**src/rtl/dense_pkg.sv**
```systemverilog
// dense_pkg: FSM states, beat tags and output FIFO depth shared by the feed scheduler
package dense_pkg;
  typedef enum logic [2:0] {IDLE, ISSUE_A, ISSUE_B, DRAIN, DONE} state_t;
  typedef enum logic {TAG_B = 1'b0, TAG_A = 1'b1} beat_tag_t;
  localparam int FIFO_DEPTH = 4;
endpackage

```
**src/rtl/feed_fifo.sv**
```systemverilog
// feed_fifo: small synchronous FIFO holding tagged beats between memory return and datapath
module feed_fifo #(
  parameter int DEPTH = 4,
  parameter int W = 65
) (
  input  logic                         clk,
  input  logic                         rst,
  input  logic                         push,
  input  logic [W-1:0]                 din,
  input  logic                         pop,
  output logic [W-1:0]                 dout,
  output logic [$clog2(DEPTH+1)-1:0]   count,
  output logic                         empty
);
  localparam int PW = $clog2(DEPTH);
  localparam int CW = $clog2(DEPTH + 1);
  logic [W-1:0] mem_q [DEPTH];
  logic [PW-1:0] wp_q, wp_d, rp_q, rp_d;
  logic [CW-1:0] cnt_q, cnt_d;
  always_comb begin
    wp_d = push ? (wp_q == PW'(DEPTH - 1) ? '0 : wp_q + 1'b1) : wp_q;
    rp_d = pop ? (rp_q == PW'(DEPTH - 1) ? '0 : rp_q + 1'b1) : rp_q;
    cnt_d = cnt_q + CW'(push) - CW'(pop);
  end
  always_ff @(posedge clk or posedge rst) begin
    if (rst) begin
      wp_q <= '0;
      rp_q <= '0;
      cnt_q <= '0;
    end else begin
      wp_q <= wp_d;
      rp_q <= rp_d;
      cnt_q <= cnt_d;
    end
  end
  always_ff @(posedge clk) if (push) mem_q[wp_q] <= din;
  assign dout = mem_q[rp_q];
  assign count = cnt_q;
  assign empty = cnt_q == '0;
endmodule

```
**src/rtl/dense_feed_sched.sv**
```systemverilog
// dense_feed_sched: streams A row pairs and matching B row pairs from two memories to the datapath
module dense_feed_sched
  import dense_pkg::*;
#(
  parameter int N = 560,
  parameter int DW = 32,
  parameter int AW = $clog2(N * N / 2)
) (
  input  logic            clk,
  input  logic            rst,
  input  logic            start,
  output logic            busy,
  output logic            done,
  output logic            a_rd_en,
  output logic [AW-1:0]   a_rd_addr,
  input  logic [2*DW-1:0] a_rd_data,
  output logic            b_rd_en,
  output logic [AW-1:0]   b_rd_addr,
  input  logic [2*DW-1:0] b_rd_data,
  output logic [DW-1:0]   datain1,
  output logic [DW-1:0]   datain2,
  output logic            dout_valid,
  output logic            dout_is_a,
  input  logic            dout_ready,
  input  logic            res_valid
);
  localparam int HALF = N / 2;
  localparam int RES_TOTAL = N * N / 2;
  localparam int RW = $clog2(RES_TOTAL + 1);
  localparam int FW = 2 * DW + 1;
  state_t state_q, state_d;
  beat_tag_t ret_tag_q, ret_tag_d;
  logic [AW-1:0] i_q, i_d, kp_q, kp_d, j_q, j_d;
  logic [RW-1:0] res_q, res_d;
  logic busy_q, busy_d, done_q, done_d, ret_v_q, ret_v_d;
  logic credit, push, pop, fifo_empty, last_i, last_k, last_j;
  logic [$clog2(FIFO_DEPTH+1)-1:0] fifo_cnt;
  logic [FW-1:0] ret_word, head, beat;
  // a read may issue only if its data is guaranteed a FIFO slot
  assign credit = 32'(fifo_cnt) + 32'(ret_v_q) < FIFO_DEPTH;
  assign a_rd_en = state_q == ISSUE_A && credit;
  assign b_rd_en = state_q == ISSUE_B && credit;
  assign a_rd_addr = AW'(i_q * HALF + kp_q);
  assign b_rd_addr = AW'(kp_q * N + j_q);
  assign last_i = i_q == AW'(N - 1);
  assign last_k = kp_q == AW'(HALF - 1);
  assign last_j = j_q == AW'(N - 1);
  // returning data bypasses an empty FIFO so the stream has no startup bubble
  assign ret_word = {1'(ret_tag_q), ret_tag_q == TAG_A ? a_rd_data : b_rd_data};
  assign beat = fifo_empty ? ret_word : head;
  assign dout_valid = !fifo_empty || ret_v_q;
  assign pop = !fifo_empty && dout_ready;
  assign push = ret_v_q && !(fifo_empty && dout_ready);
  assign datain1 = dout_valid ? beat[DW-1:0] : '0;
  assign datain2 = dout_valid ? beat[2*DW-1:DW] : '0;
  assign dout_is_a = dout_valid && beat[2*DW];
  assign busy = busy_q;
  assign done = done_q;
  feed_fifo #(.DEPTH(FIFO_DEPTH), .W(FW)) u_fifo (
    .clk(clk), .rst(rst), .push(push), .din(ret_word), .pop(pop),
    .dout(head), .count(fifo_cnt), .empty(fifo_empty)
  );
  always_comb begin
    state_d = state_q;
    i_d = i_q;
    kp_d = kp_q;
    j_d = j_q;
    res_d = res_q + RW'(state_q != IDLE && res_valid && res_q != RW'(RES_TOTAL));
    case (state_q)
      IDLE: state_d = start ? ISSUE_A : IDLE;
      ISSUE_A: state_d = credit ? ISSUE_B : ISSUE_A;
      ISSUE_B: if (credit) begin
        j_d = last_j ? '0 : j_q + 1'b1;
        if (last_j) begin
          kp_d = last_k ? '0 : kp_q + 1'b1;
          i_d = last_k ? (last_i ? '0 : i_q + 1'b1) : i_q;
          state_d = last_k && last_i ? DRAIN : ISSUE_A;
        end
      end
      DRAIN: state_d = fifo_empty && !ret_v_q && res_q == RW'(RES_TOTAL) ? DONE : DRAIN;
      DONE: begin
        state_d = IDLE;
        res_d = '0;
      end
      default: state_d = IDLE;
    endcase
    busy_d = state_d == ISSUE_A || state_d == ISSUE_B || state_d == DRAIN;
    done_d = state_d == DONE;
    ret_v_d = a_rd_en || b_rd_en;
    ret_tag_d = a_rd_en ? TAG_A : TAG_B;
  end
  always_ff @(posedge clk or posedge rst) begin
    if (rst) begin
      state_q <= IDLE;
      ret_tag_q <= TAG_B;
      i_q <= '0;
      kp_q <= '0;
      j_q <= '0;
      res_q <= '0;
      busy_q <= 1'b0;
      done_q <= 1'b0;
      ret_v_q <= 1'b0;
    end else begin
      state_q <= state_d;
      ret_tag_q <= ret_tag_d;
      i_q <= i_d;
      kp_q <= kp_d;
      j_q <= j_d;
      res_q <= res_d;
      busy_q <= busy_d;
      done_q <= done_d;
      ret_v_q <= ret_v_d;
    end
  end
endmodule

```
**config.mk**
```make
export PLATFORM = sky130hd
export DESIGN_NAME = dense_feed_sched
export DESIGN_NICKNAME = d
export VERILOG_FILES = /design/src/rtl/dense_pkg.sv /design/src/rtl/feed_fifo.sv /design/src/rtl/dense_feed_sched.sv
export SDC_FILE = /design/constraint.sdc
export NUM_CORES = 1
export LEC_CHECK = 0
export BUFFER_PORTS_ARGS = -buffer_cell sky130_fd_sc_hd__buf_2
export CORE_AREA = 2 2 181 183
export CTS_BUF_LIST = sky130_fd_sc_hd__clkbuf_2
export CTS_CLUSTER_DIAMETER = 40
export DETAILED_ROUTE_END_ITERATION = 16
export DIE_AREA = 0 0 183 185
export PLACE_DENSITY_LB_ADDON = 0.3
export SLEW_MARGIN = 10
export SYNTH_ARGS = -nofsm -noshare
export SYNTH_HDL_FRONTEND = slang
export SYNTH_HIERARCHICAL = 1
export SYNTH_SLANG_ARGS = --single-unit
```
**constraint.sdc**
```tcl
create_clock -name clk -period 7.9 [get_ports clk]
set_clock_uncertainty 0.2 [all_clocks]
set_input_delay 0 -clock clk [delete_from_list [all_inputs] [get_ports clk]]
set_output_delay 0 -clock clk [all_outputs]
set_load 0.05 [all_outputs]
```
Word level (Yosys, flattened, before mapping)
Memory sizes are Yosys's and may differ from the RTL's.
Cells that the tools add are included.
{"block": "totals", "register_bits": 86, "ramBits": 260, "inputBits": 133, "out_inout_bits": 106, "memories": 1}
{"name": "u_fifo.mem_q", "depth": 4, "width": 65, "rd": 1, "rd_ports_with_merged_regs": 0, "write_ports": 1, "line_no": "feed_fifo.sv:17", "rtl": "logic [W-1:0] mem_q [DEPTH];"}
{"block": "classes", "n_addsub": 11, "mul": 2, "magnitude_cmp": 1, "eq_ne": 15, "muxes": 20, "n_reduce_logical": 24}
{"operator": "$mux W18", "n": 4}
{"operator": "$mux W65", "n": 1}
{"operator": "$mux W32", "n": 2}
{"operator": "$mux W64", "n": 1}
{"operator": "$add A18 B1 Y18 const B", "n": 3}
{"operator": "$add A18 B18 Y18", "n": 2}
{"operator": "$eq A18 B10 Y1 const B", "n": 2}
{"operator": "$add A18 B1 Y18", "n": 1}
{"operator": "$eq A18 B18 Y1 const B", "n": 1}
{"operator": "$eq A18 B9 Y1 const B", "n": 1}
{"operator": "$mul A18 B6 Y14 const B", "n": 1}
{"operator": "$mul A18 B6 Y15 const B", "n": 1}
{"operator": "$ne A18 B18 Y1 const B", "n": 1}
{"operator": "$eq A3 B2 Y1 const B", "n": 4}
{"operator": "$pmux W3 S4", "n": 1}
{"operator": "$logic_and A1 B1 Y1", "n": 11}
{"operator": "$mux W3", "n": 3}
{"operator": "$mux W2", "n": 4}
{"operator": "$eq A3 B1 Y1 const B", "n": 2}
{"operator": "$eq A3 B3 Y1 const B", "n": 2}
{"operator": "$logic_not A3 Y1", "n": 2}
{"operator": "$add A2 B1 Y2 const B", "n": 2}
{"operator": "$add A3 B1 Y4", "n": 1}
{"operator": "$eq A2 B2 Y1 const B", "n": 2}
{"operator": "other kinds (10)", "n": 18}

Depth between registers and ports, before layout
{"block": "depth", "depth_word": 9, "ltp_mapped": 19, "mapped_depth_nobuf": 19}

Cells and area by module
The synthesis kept the hierarchy.
{"mod": "feed_fifo", "instances": 1, "cells_per_inst": 375, "area_each_um2": 9781.9, "seq_area_each_um2": 7982.7}
{"mod": "dense_feed_sched", "instances": 1, "cells_per_inst": 1123, "area_each_um2": 9043.7, "seq_area_each_um2": 1976.9}

Least setup slack after synthesis
Ideal clock, no wire load.
{"block": "synth_timing", "kind": "flip-flop to output port", "start": "register kp_q[6]", "end": "output port b_rd_addr[17]", "arrival_time_ns": 4.217, "t_required_ns": 7.700, "path_slack_ns": 3.483, "stages_incl_launch_ff": 17, "path_cell_list": "dfrtp_1 > inv_1 > ha_1 > ha_1 > inv_1 > fa_1 > inv_1 > ha_1 > o21ai_0 > o21bai_1 > o31ai_1 > xnor2_1 > ha_1 > or2_2 > a21oi_1 > a21oi_1 > xnor2_1"}
{"block": "synth_via", "elab_chain_cells": 2}
{"element": "start, declared", "line_no": "dense_feed_sched.sv:33", "rtl": "logic [AW-1:0] i_q, i_d, kp_q, kp_d, j_q, j_d;"}
{"element": "start signal, assigned", "line_no": "dense_feed_sched.sv:107", "rtl": "kp_q <= kp_d;"}
{"element": "$mul A18 B6 Y14", "line_no": "dense_feed_sched.sv:44", "rtl": "assign b_rd_addr = AW'(kp_q * N + j_q);"}
{"element": "$add A18 B18 Y18", "line_no": "dense_feed_sched.sv:44"}
{"element": "end, declared", "line_no": "dense_feed_sched.sv:18", "rtl": "output logic [AW-1:0] b_rd_addr,"}
Every way passes these cells.

Final worst setup path
Same ends and word-level chain as after synthesis.

==> impl_metrics.json <==
{
  "cp_data_required_time_ns": 7.70,
  "dr.first_iter.drc_count": 1248,
  "route.detailed.drc": 0,
  "wirelength_mm": 51.6,
  "gp_congestion": 0.892,
  "synth_edf_count": 260,
  "ys_seq_elements": 346,
  "multi_input_area_mm2": 0.00789,
  "grt_max_degree": 101,
  "mappedNetlistArea_mm2": 0.0188,
  "cts_tree": "done",
  "cts_setup_buffers": 0,
  "vias_per_cell": 5.76,
  "drive_above_1_share_pct": 25.9,
  "ff_latch_area_mm2": 0.00997,
  "numClockSinks": 346,
  "power.density_mw_per_mm2": 287,
  "slew_headroom_pct": 30.7,
  "period_needed_ns": 5.30,
  "ys_top_cells_by_area": "edfxtp_1 (41%), dfrtp_1 (11%), ha_1 (8.2%)",
  "antenna_left": 0,
  "r2r_start": "ret_v_q",
  "clock-root-buffer": "clkbuf_2",
  "final.setup.tns_ns": 0,
  "p_switching_mw": 3.04,
  "final_core_util_pct": 74.3,
  "rows": 66,
  "wl_per_cell_um": 20.5,
  "antenna_found_initial": 6,
  "grt_pass1_wl_mm": 80.0,
  "worstMarginPinSlew_ns": 1.04,
  "initial_core_util_pct": 58.8,
  "die_area_mm2": 0.0339,
  "yosysTopAreaCell": "edfxtp_1",
  "startpoint": "kp_q[6]",
  "min_to": "i_q[17]",
  "n_fill_cell": 1978,
  "syn2layout_area_growth_pct": 26.5,
  "grt_pass1_vias": 15100,
  "clockBufferDepth": 3,
  "synth_flop_cell": "edfxtp_1",
  "worstSetupPathType": "flop to output port",
  "synth_fp_nets": 1774,
  "worstPathArrival_ns": 5.10,
  "clk_pin_slew_ns": 0.10,
  "clkPwrFrac_pct": 18.1,
  "ys_async_sr_fraction_pct": 24.9,
  "rsz0062_at_grt": "false",
  "core_area_mm2": 0.0320,
  "max_freq_mhz": 189,
  "h-tree-depth": 3,
  "regToRegEndpoint": "u_fifo/mem_q[2][16]",
  "synth.top_cell.area_share_pct": 41.5,
  "chipWidth_um": 183,
  "switching_share_pct": 44.5,
  "setup_viol": 0,
  "cts_buffers": 88,
  "maxCapViolCount": 0,
  "finalCritPeriodShare_pct": 67.1,
  "hold_class": "flop to flop",
  "dp_hpwl_mm": 27.2,
  "first_pass_iters": 6,
  "vdd_drop_max_mv": 0.184,
  "yosys_warnings": 6,
  "crit_path_start_kind": "flop",
  "placed_cells": 2099,
  "r2r_cells": 5,
  "power_frac_seq_pct": 36.2,
  "worstSetupEndpointType": "output port",
  "fp.dieH_um": 185,
  "critPathMaxFanout": 7,
  "yosysSeqAreaShare_pct": 52.9,
  "synth_cells": 1498,
  "overflow": 0,
  "hold_violations": 0,
  "final_nets": 2323,
  "power_mw": 6.83,
  "power.internal_mw": 3.78,
  "post_layout_nonfiller_instances": 2524,
  "syn-mean-instance-area_um2": 12.6,
  "clk_latency_ns": 0.90,
  "hold_depth": 1,
  "status": "finished, final reports clean",
  "vias": 14500,
  "hold_slack_ns": 0.314,
  "finalMaxSlewViolations": 0,
  "power_leakage_nw": 10.3,
  "grt_use_total_pct": 30.4,
  "comb_power_share_pct": 45.7,
  "hold_start": "i_q[17]",
  "ys_types": 68,
  "reg2reg_slack_ns": 4.12,
  "port_buffers": 238,
  "io_pins": 239
}
[registers in the layout (all words and copies together), names as in the netlist]
register,flops
done,1
ret_v_q,1
u_fifo/wp_q,2
u_fifo/rp_q,2
u_fifo/count,3
u_fifo/mem_q,260
ret_tag_q,1
busy,1
state_q,3
i_q,18
kp_q,18
res_q,18
j_q,18
[cells in the final DEF (no fill, tap or decap), types with 9 or more instances in the layout]
cell type / n
xnor2_1: 61
nor3_1: 19
mux2_2: 67
clkinv_1: 14
edfxtp_1: 260
a21o_1: 10
or3_1: 13
nand2_1: 58
mux4_2: 65
fa_1: 20
buf_2: 238
nand3_1: 93
and3_1: 10
clkbuf_2: 127
dlygate4sd3_1: 266
nand2b_1: 11
xor2_1: 21
buf_4: 15
o21ai_0: 111
dfrtp_1: 82
nand4_1: 16
inv_1: 176
o31ai_1: 9
o21ai_1: 17
a21oi_1: 46
nor2_1: 55
ha_1: 123
[worst max path at each step]
stage	cells after the start	to
after floorplan	16	b_rd_addr[17]
after global placement	17	a_rd_addr[16]
after detailed placement	15	b_rd_addr[17]
after CTS	15	b_rd_addr[17]
after global routing	20	a_rd_addr[15]
final	15	b_rd_addr[17]
[timing repair]
item,4_1_cts,5_1_grt
endpoints found under the hold margin,401,0
hold buffers,266,0
gates resized for setup,0,0
[stage by stage]
step / area (µm²) / setup slack, ns
after global placement: 20300 / 3.61
after detailed placement: 20300 / 3.52
after floorplan: 18800 / 3.48
after global routing: 23800 / 2.17
after CTS: 23800 / 2.55
final: 23800 / 2.60
[layout make-up]
type                            instances  area share, %
Clock buffer                          127           2.67
Clock inverter                         25          0.641
Inverter                              179           2.82
Timing Repair Buffer                  519           16.7
Multi-Input combinational cell        913           33.1
Sequential cell                       346           41.9
Tap cell                              408           2.14
Antenna cell                            7         0.0736
[logic make-up (layout without fill, tap and decap cells)]
| kind of cell | after synthesis | in the layout | synth area share [%] |
|---|---|---|---|
| flip-flops | 346 | 346 | 52.9 |
| other | 0 | 7 | 0 |
| AO/OA/AOI/OAI | 236 | 236 | 7.22 |
| adder cells (fa/ha/maj) | 143 | 143 | 10.3 |
| multiplexers | 134 | 134 | 11.9 |
| XOR/XNOR | 82 | 82 | 3.81 |
| buffers and inverters | 239 | 850 | 5.23 |
| AND/OR/NAND/NOR | 318 | 318 | 8.63 |
[critical path: stages, from the launching register on]
cell and delay (ns):
dfrtp_1 0.49, ha_1 0.32, ha_1 0.30, fa_1 0.49, ha_1 0.36, inv_1 0.07, o21bai_1 0.07, a21oi_1 0.22
xnor2_1 0.17, ha_1 0.31, and3_1 0.18, a221o_1 0.38, o21ai_0 0.23, a21oi_1 0.12, xnor2_1 0.23, buf_2 0.31
[Yosys cell counts, types with 13 or more instances]
master    count
edfxtp_1    260
inv_1       177
ha_1        123
o21ai_0     111
nand3_1      93
dfrtp_1      86
mux2_2       67
mux4_2       65
xnor2_1      61
nand2_1      58
nor2_1       55
a21oi_1      46
clkbuf_1     32
xor2_1       21
fa_1         20
nor3_1       20
o21ai_1      17
nand4_1      16
or3_1        13
[layer usage]
layer | vias to the layer above | wire, µm | track usage [%]
met2 | 696 | 26300 | 53.8
met5 | - | 0 | 0
met3 | 146 | 3570 | 5.62
met1 | 7101 | 20100 | 36.9
met4 | 0 | 1670 | 12.5
li1 | 6599 | - | -
[power by group through the flow]
stage | Sequential [mW] | Combinational [mW] | Clock (mW)
2_1_floorplan | 2.44 | 2.24 | 0
3_3_place_gp | 2.48 | 2.78 | 0
3_5_place_dp | 2.50 | 2.82 | 0
4_1_cts | 2.45 | 3.02 | 1.22
5_1_grt | 2.49 | 3.26 | 1.35
6_report | 2.47 | 3.12 | 1.24
No activity file was read; power rests on OpenSTA's default activity.
